### src/rtl/sv_job_sequencer.sv
// Job-level sequencer: tracks worker beats for a requested job and reports IDLE/BUSY/DONE/ERROR.
// Define SV_JOB_WATCHDOG_EN to include the beat-less BUSY watchdog (err_cause 10).
//
// state   | meaning
// S_IDLE  | waiting for start
// S_BUSY  | job running, counting beats
// S_DONE  | all beats seen, held until clear
// S_ERROR | zero length / timeout / abort, held until clear
module sv_job_sequencer #(
    parameter int CNT_W   = 8,
    parameter int TIMEOUT = 200
) (
    input  logic             clk,
    input  logic             rst_n,
    input  logic             start,
    input  logic [CNT_W-1:0] job_len,
    input  logic             beat,
    input  logic             abort,
    input  logic             clear,
    output logic [1:0]       status,
    output logic [CNT_W-1:0] beats_left,
    output logic             done_pulse,
    output logic [1:0]       err_cause
);

    typedef enum logic [1:0] {
        S_IDLE  = 2'b00,
        S_BUSY  = 2'b01,
        S_DONE  = 2'b10,
        S_ERROR = 2'b11
    } state_t;

    localparam logic [1:0] ERR_NONE  = 2'b00;
    localparam logic [1:0] ERR_ZERO  = 2'b01;
    localparam logic [1:0] ERR_WDOG  = 2'b10;
    localparam logic [1:0] ERR_ABORT = 2'b11;

    state_t           state, state_nxt;
    logic [CNT_W-1:0] beats_nxt;
    logic [1:0]       err_nxt;
    logic             done_nxt;

`ifdef SV_JOB_WATCHDOG_EN
    localparam int WD_W = $clog2(TIMEOUT);
    logic [WD_W-1:0] wd_cnt, wd_nxt;
`endif

    // State encoding doubles as the status code, so status is a register output.
    assign status = state;

    always_ff @(posedge clk or negedge rst_n) begin
        if (!rst_n) begin
            state      <= S_IDLE;
            beats_left <= '0;
            err_cause  <= ERR_NONE;
            done_pulse <= 1'b0;
`ifdef SV_JOB_WATCHDOG_EN
            wd_cnt     <= '0;
`endif
        end else begin
            state      <= state_nxt;
            beats_left <= beats_nxt;
            err_cause  <= err_nxt;
            done_pulse <= done_nxt;
`ifdef SV_JOB_WATCHDOG_EN
            wd_cnt     <= wd_nxt;
`endif
        end
    end

    always_comb begin
        state_nxt = state;
        beats_nxt = beats_left;
        err_nxt   = err_cause;
        done_nxt  = 1'b0;
`ifdef SV_JOB_WATCHDOG_EN
        wd_nxt    = wd_cnt;
`endif
        case (state)
            S_IDLE: begin
                if (start) begin
                    if (job_len != '0) begin
                        state_nxt = S_BUSY;
                        beats_nxt = job_len;
`ifdef SV_JOB_WATCHDOG_EN
                        wd_nxt    = '0;
`endif
                    end else begin
                        state_nxt = S_ERROR;
                        err_nxt   = ERR_ZERO;
                        beats_nxt = '0;
                    end
                end
            end
            S_BUSY: begin
                if (abort) begin
                    state_nxt = S_ERROR;
                    err_nxt   = ERR_ABORT;
                end else if (beat) begin
                    // beats_left is at least 1 in BUSY, so <= 1 also guards against wrap.
                    if (beats_left <= CNT_W'(1)) begin
                        state_nxt = S_DONE;
                        beats_nxt = '0;
                        done_nxt  = 1'b1;
                    end else begin
                        beats_nxt = beats_left - CNT_W'(1);
                    end
`ifdef SV_JOB_WATCHDOG_EN
                    wd_nxt = '0;
`endif
                end else begin
`ifdef SV_JOB_WATCHDOG_EN
                    if (wd_cnt == WD_W'(TIMEOUT - 1)) begin
                        state_nxt = S_ERROR;
                        err_nxt   = ERR_WDOG;
                    end else begin
                        wd_nxt = wd_cnt + WD_W'(1);
                    end
`endif
                end
            end
            S_DONE, S_ERROR: begin
                if (clear) begin
                    state_nxt = S_IDLE;
                    err_nxt   = ERR_NONE;
                    beats_nxt = '0;
                end
            end
            default: begin
                state_nxt = S_IDLE;
                err_nxt   = ERR_NONE;
                beats_nxt = '0;
            end
        endcase
    end

endmodule
### config.mk
export PLATFORM = sky130hd
export DESIGN_NAME = sv_job_sequencer
export DESIGN_NICKNAME = d
export VERILOG_FILES = /design/src/rtl/sv_job_sequencer.sv
export SDC_FILE = /design/constraint.sdc
export NUM_CORES = 1
export LEC_CHECK = 0
export BUFFER_PORTS_ARGS = -buffer_cell sky130_fd_sc_hd__buf_2
export CORE_MARGIN = 5
export CORE_UTILIZATION = 50
export CTS_BUF_LIST = sky130_fd_sc_hd__clkbuf_8
export CTS_CLUSTER_DIAMETER = 100
export DETAILED_ROUTE_END_ITERATION = 6
export PLACE_DENSITY = 0.78
export SYNTH_ARGS = -nofsm -noshare
export SYNTH_HDL_FRONTEND = slang
export SYNTH_SLANG_ARGS = --single-unit
### constraint.sdc
create_clock -name clk -period 4.7 [get_ports clk]
set_input_delay 0.235 -clock clk [delete_from_list [all_inputs] [get_ports clk]]
set_output_delay 0.235 -clock clk [all_outputs]
set_load 0.01 [all_outputs]
==> results of run 1 <==
## power breakdown
group | leakage (nW) | internal (mW) | total (mW) | switching [mW]
Sequential | 0.162 | 0.161 | 0.248 | 0.0868
Combinational | 0.309 | 0.187 | 0.441 | 0.254
Clock | 0.0269 | 0.0576 | 0.0966 | 0.0390
Total | 0.499 | 0.406 | 0.786 | 0.380
## final cells by class
cell class              instances  area, sq um  area share (%)
multi-input cells              71          495            46.1
flip-flops and latches         13          325            30.3
repair buffers                 27          140            13.0
clock buffers                   3         41.3            3.84
inverters                      10         37.5            3.49
well taps                      25         31.3            2.91
clock inverters                 1         3.75           0.349
## cell usage after synthesis (all sizes together)
master / instances / area share, %
nor4: 4 / 6.2
dfrtp: 13 / 37
or2: 2 / 1.4
buf: 3 / 3.1
a211o: 2 / 2.0
o211ai: 1 / 2.4
nor2: 9 / 3.8
nand3: 3 / 1.7
nand2b: 2 / 1.4
a221oi: 1 / 0.99
a21oi: 8 / 4.5
ha: 2 / 2.8
o2111ai: 1 / 0.99
a22oi: 3 / 2.5
o31a: 1 / 0.99
a311o: 1 / 1.1
nand4: 2 / 1.4
nor3: 2 / 1.1
inv: 10 / 4.2
o31ai: 1 / 0.85
or3b: 1 / 0.99
o21ai: 4 / 3.1
or3: 1 / 1.3
a32oi: 2 / 2.0
a31oi: 3 / 3.8
o22ai: 4 / 2.8
nand2: 9 / 3.8
a21bo: 1 / 1.1
nor2b: 1 / 0.71
## registers in the layout, summed over array words and instances, names as in the netlist
register	flops
err_cause	2
beats_left	8
done_pulse	1
status	2
## worst max-delay path by stage
stage / slack [ns] / end / cells past startpoint
global route: 2.71 / beats_left[6] / 6
global placement: 2.94 / beats_left[6] / 6
floorplan: 2.98 / beats_left[6] / 6
finish: 2.87 / beats_left[2] / 6
detailed placement: 2.88 / beats_left[6] / 6
CTS: 2.87 / beats_left[6] / 6
## per-stage QoR
| stage | util, % | area [sq um] |
|---|---|---|
| final | 62.9 | 1070 |
| after CTS | 62.9 | 1070 |
| after global routing | 62.9 | 1070 |
| after detailed placement | 59.7 | 1020 |
| after global placement | 59.7 | 1020 |
| after floorplan | - | 886 |
## repair_timing
action                    CTS  global route
setup buffers               0             0
hold endpoints to repair   13             0
hold buffers                1             0
## metal layers
layer / track usage [%] / vias up / part of all wire (%)
met4: 5.24 / 0 / 0.28
li1: - / 417 / -
met3: 2.58 / 2 / 5.3
met1: 22.4 / 390 / 45
met2: 30.8 / 28 / 49
met5: 0 / - / 0
## logic make-up after synthesis
kind of cell / after synthesis / synth area share [%]
AO/OA/AOI/OAI: 33 / 29.2
buffers and inverters: 13 / 7.34
adder cells (fa/ha/maj): 2 / 2.82
AND/OR/NAND/NOR: 36 / 23.9
flip-flops: 13 / 36.7
## worst max-delay path: stages (launching register included)
cell	delay [ns]
sky130_fd_sc_hd__dfrtp_1	0.44
sky130_fd_sc_hd__inv_1	0.10
sky130_fd_sc_hd__ha_1	0.27
sky130_fd_sc_hd__or2_1	0.29
sky130_fd_sc_hd__a31oi_4	0.33
sky130_fd_sc_hd__a32oi_1	0.15
sky130_fd_sc_hd__o22ai_1	0.17
==> key figures, run 1 <==
Run
  – Count of max-cap constraint violations: 0

Routing
  – Iteration-0 DRC Markers: 13
  – Routed via count: 837
  – DR vias/cell: 5.58
  – Final antenna-violating net count: 0
  – Remaining DRCs: 0
  – Total Wirelength: 2.11 mm
  – Number of search-and-repair iterations in the first detailed-routing pass: 4
  – Routed length per placed instance: 14.1 um

Setup path
  – Worst reg2reg path startpoint: beats_left[0]
  – Crit path capture type: flip-flop
  – Worst setup slack for register-to-register paths: 2.87 ns
  – Worst reg2reg endpoint: beats_left[2]
  – Startpoint types: flip-flop
  – Worst EP required: 4.86 ns
  – Worst endpoint data arrival time: 1.99 ns
  – Max FO, Critical Path: 10
  – Origin of the worst setup path: beats_left[0]
  – Critical path start-end classification: flip-flop to flip-flop
  – Number of cells on the worst reg-to-reg path: 6

Clock network
  – CTS Buf Count: 3
  – Longest Clk Path Bufs: 2
  – Cell chosen for the clock root: sky130_fd_sc_hd__clkbuf_8
  – Maximum level of the CTS H-tree: 1
  – CTS resizes: 0
  – Worst skew pair latency: 0.24 ns
  – Number of sinks driven by the clock tree: 13
  – TritonCTS clock tree: built
  – Clock-pin slew on the worst setup and hold paths: 0.06 ns

Global route
  – Largest net degree at the start of global routing: 17
  – Number of global-route vias before repair: 814
  – Total global routing overflow: 0
  – Initial antenna violation count: 0
  – Wire length of the first global-routing pass: 3.67 mm
  – Total Routing Usage GR: 17.7%

Placement
  – Gpl congestion: 0.819
  – HPWL after detailed placement: 1.64 mm
  – Dpl cells: 145
  – Port Buffer Count: 26
  – Setup WS pre-CTS: 2.88 ns

STA
  – Highest Clock Rate: 547 MHz
  – Final setup margin: 2.87 ns
  – Finish-stage setup viols: 0
  – Pin slew with the least headroom to its limit: 0.479 ns
  – Final critical delay including setup and external delays: 1.83 ns
  – Max-slew headroom: 67.9%
  – Number of pins with negative max-slew slack in the final report: 0
  – Setup TNS: 0 ns
  – Worst Skew: 0.00216 ns
  – Final period util: 38.9%
  – RSZ-0062 raised after global routing: no
  – Final count of hold timing violations: 0
  – Worst hold-check slack: 0.173 ns

Floorplan
  – Overall die area: 0.00271 sq mm
  – Starting utilization of the core area: 51.9%
  – Number of rows created at floorplan: 15
  – Height of the chip: 52.1 um
  – Floorplan die width: 52.1 um
  – Number of top-level pins: 27
  – Core area: 0.00171 sq mm

Power and ir drop
  – Final Power: 0.786 mW
  – Power per unit of standard cell area: 731 mW/mm^2
  – Maximum resistive drop on vdd: 407 uV
  – Pleak: 0.499 nW

Synth
  – Synthesized netlist net count: 113
  – Count of cell types in the netlist: 35
  – #FFs+latches synth: 13
  – Number of instances in the synthesized netlist: 97
  – Mapped cell area: 886 sq um
  – Proportion of synthesized chip area in sequential cells: 36.7%
  – Synth warn: 0
  – Mean instance size in the synthesized netlist: 9.13 sq um

Layout
  – Most common library cell in the layout ignoring fill and taps: sky130_fd_sc_hd__buf_2
  – Diodes inserted: 0
  – Layout cells sized above 1: 30.4%
  – Fillers: 169
  – Area growth from synthesis to layout: 21.3%
  – Number of cells in the finished layout apart from fillers: 150
  – Most frequent cells in the layout: sky130_fd_sc_hd__buf_2 (26), sky130_fd_sc_hd__dfrtp_1 (13), sky130_fd_sc_hd__inv_1 (10)
  – NumNets Final: 142

Hold path
  – Worst hold path startpoint: clear
  – Type of the tightest min-delay check: primary input to flip-flop
  – Worst hold stages: 2
  – Worst min-delay path endpoint: err_cause[0]

Status
  – Status: finished, final reports clean
No activity file was read; power rests on OpenSTA's default activity.
==> run 2: changes to the inputs <==
--- a/config.mk
+++ b/config.mk
@@ -7,11 +7,11 @@
 export LEC_CHECK = 0
 export BUFFER_PORTS_ARGS = -buffer_cell sky130_fd_sc_hd__buf_2
 export CORE_MARGIN = 5
-export CORE_UTILIZATION = 50
+export CORE_UTILIZATION = 47
 export CTS_BUF_LIST = sky130_fd_sc_hd__clkbuf_8
 export CTS_CLUSTER_DIAMETER = 100
 export DETAILED_ROUTE_END_ITERATION = 6
-export PLACE_DENSITY = 0.78
+export PLACE_DENSITY = 0.77
 export SYNTH_ARGS = -nofsm -noshare
 export SYNTH_HDL_FRONTEND = slang
 export SYNTH_SLANG_ARGS = --single-unit
==> constraint.sdc (replaced) <==
create_clock -name clk -period 1.68 [get_ports clk]
set_input_delay 0.084 -clock clk [delete_from_list [all_inputs] [get_ports clk]]
set_output_delay 0.084 -clock clk [all_outputs]
set_load 0.01 [all_outputs]
==> run 2 against run 1 <==
  * Global-route usage grew 0.87 points
  * Cell count grew 9.3%
  * Core utilization grew 7.3 points
  * Sequential power grew to 2.6 times the previous value
  * Sequential share of layout area shrank 3.9 points
  * First-iteration DRC count grew 140%
  * Clock power grew to 2.9 times the previous value
==> key figures, run 2 (synthesis results as in run 1) <==
Floorplan
  – Floorplan die width: 53.4 um
  – Number of rows created at floorplan: 15
  – Height of the chip: 53.4 um
  – Overall die area: 0.00285 sq mm
  – Core area: 0.00176 sq mm
  – Starting utilization of the core area: 50.2%
  – Number of top-level pins: 27

Clock network
  – Longest Clk Path Bufs: 2
  – TritonCTS clock tree: built
  – Worst skew pair latency: 0.25 ns
  – Cell chosen for the clock root: sky130_fd_sc_hd__clkbuf_8
  – CTS Buf Count: 3
  – Maximum level of the CTS H-tree: 1
  – Number of sinks driven by the clock tree: 13
  – Clock-pin slew on the worst setup and hold paths: 0.06 ns

Global route
  – Number of global-route vias before repair: 893
  – Initial antenna violation count: 0
  – Total Routing Usage GR: 18.6%
  – Largest net degree at the start of global routing: 14
  – Wire length of the first global-routing pass: 3.82 mm
  – Total global routing overflow: 0

Placement
  – Port Buffer Count: 26
  – Gpl congestion: 0.850
  – Setup WS pre-CTS: 0.0365 ns
  – HPWL after detailed placement: 1.75 mm

Hold path
  – Type of the tightest min-delay check: primary input to flip-flop

Layout
  – Number of flip-flops in the largest register: 8
  – Area growth from synthesis to layout: 39.8%
  – Utilization after layout: 70.2%
  – NumNets Final: 156
  – Diodes inserted: 0
  – Most frequent cells in the layout: sky130_fd_sc_hd__buf_2 (26), sky130_fd_sc_hd__buf_4 (13), sky130_fd_sc_hd__dfrtp_1 (12)
  – Most common library cell in the layout ignoring fill and taps: sky130_fd_sc_hd__buf_2
  – Fillers: 142
  – Layout cells sized above 1: 45.3%
  – Top register by number of flip-flops: beats_left

Routing
  – Remaining DRCs: 0
  – Number of search-and-repair iterations in the first detailed-routing pass: 4
  – Routed via count: 964
  – Routed length per placed instance: 16.1 um
  – Final antenna-violating net count: 0
  – Total Wirelength: 2.65 mm
  – DR vias/cell: 5.88
  – Iteration-0 DRC Markers: 31

Power and ir drop
  – Pleak: 0.568 nW
  – Power per unit of standard cell area: 2200 mW/mm^2
  – Maximum resistive drop on vdd: 1210 uV

STA
  – Finish-stage setup viols: 0
  – Worst Skew: 0.00453 ns
  – Max-slew headroom: 68.9%
  – Final setup margin: 0.0616 ns
  – Final critical delay including setup and external delays: 1.62 ns
  – Setup TNS: 0 ns
  – Pin slew with the least headroom to its limit: 0.464 ns
  – Final period util: 96.3%
  – Final count of hold timing violations: 0
  – RSZ-0062 raised after global routing: yes
  – Highest Clock Rate: 618 MHz
  – Number of pins with negative max-slew slack in the final report: 0

Setup path
  – Critical Path Slowest Stage Cell: sky130_fd_sc_hd__nor4_4
  – Critical path start-end classification: flip-flop to flip-flop
  – Number of cells on the worst reg-to-reg path: 4
  – Startpoint types: flip-flop
  – Worst EP required: 1.81 ns
  – Worst reg2reg endpoint: beats_left[5]
  – Worst reg2reg path startpoint: beats_left[6]
  – Worst endpoint data arrival time: 1.75 ns
  – Critical path, cell by cell: nor4_4 > a31oi_4 > a32oi_1 > o22ai_1
  – Maximum single-stage delay on the critical path: 0.48 ns
  – Crit path max-delay family: compound AO/OA/AOI/OAI gates
  – Worst setup path endpoint: beats_left[5]
  – Total number of cells along the worst setup path: 4
  – Crit path capture type: flip-flop
  – Max FO, Critical Path: 5
  – Origin of the worst setup path: beats_left[6]
  – Number of buffers and inverters on the critical path: 0
  – Worst setup slack for register-to-register paths: 0.06 ns

Status
  – Status: finished, final reports clean

Run
  – Count of max-cap constraint violations: 0
run 2: repair_timing:
item,4_1_cts,5_1_grt
setup endpoints to repair,0,7
endpoints found under the hold margin,13,0
hold buffers,1,0
resized for setup,0,10
buffers inserted,0,4
run 2: layout make-up:
type                       count  area, sq um  share of cell area (%)
clock inverter                 1         3.75                   0.303
clock buffer                   3         41.3                    3.33
multi-input combinational     72          561                    45.3
sequential                    13          327                    26.4
timing repair buffer          40          238                    19.2
tap                           25         31.3                    2.53
inverter                      10         37.5                    3.03
run 2: where the power goes:
part / total [mW] / switching (mW) / internal (mW) / leakage (nW)
clock: 0.284 / 0.122 / 0.162 / 0.0269
combinational: 1.79 / 0.970 / 0.822 / 0.380
sequential: 0.653 / 0.199 / 0.454 / 0.161
total: 2.73 / 1.29 / 1.44 / 0.568
run 2: metal layers:
metal	vias to the layer above	GRT usage (%)	wire [um]
li1	447	-	-
met1	459	23.4	1130
met2	53	29.8	1260
met3	5	3.10	211
met4	0	9.79	44
met5	-	0	0
run 2: worst min-delay path by stage:
stage | cells past startpoint | endpoint | from
6_report | 2 | err_cause[0] | clear
5_1_grt | 2 | err_cause[0] | clear
4_1_cts | 2 | err_cause[0] | clear
3_5_place_dp | 1 | beats_left[4] | rst_n
3_3_place_gp | 1 | beats_left[4] | rst_n
2_1_floorplan | 0 | beats_left[0] | rst_n
run 2: per-stage QoR:
step                cell area, sq um  hold slack (ns)  std cells  total power, mW
finish                          1240           0.0220        164             2.73
global route                    1240           0.0475        164             2.93
global placement                1100          -0.0122        154             2.11
detailed placement              1100          -0.0121        154             2.15
floorplan                        900           -0.212         97             1.68
CTS                             1160           0.0238        159             2.44
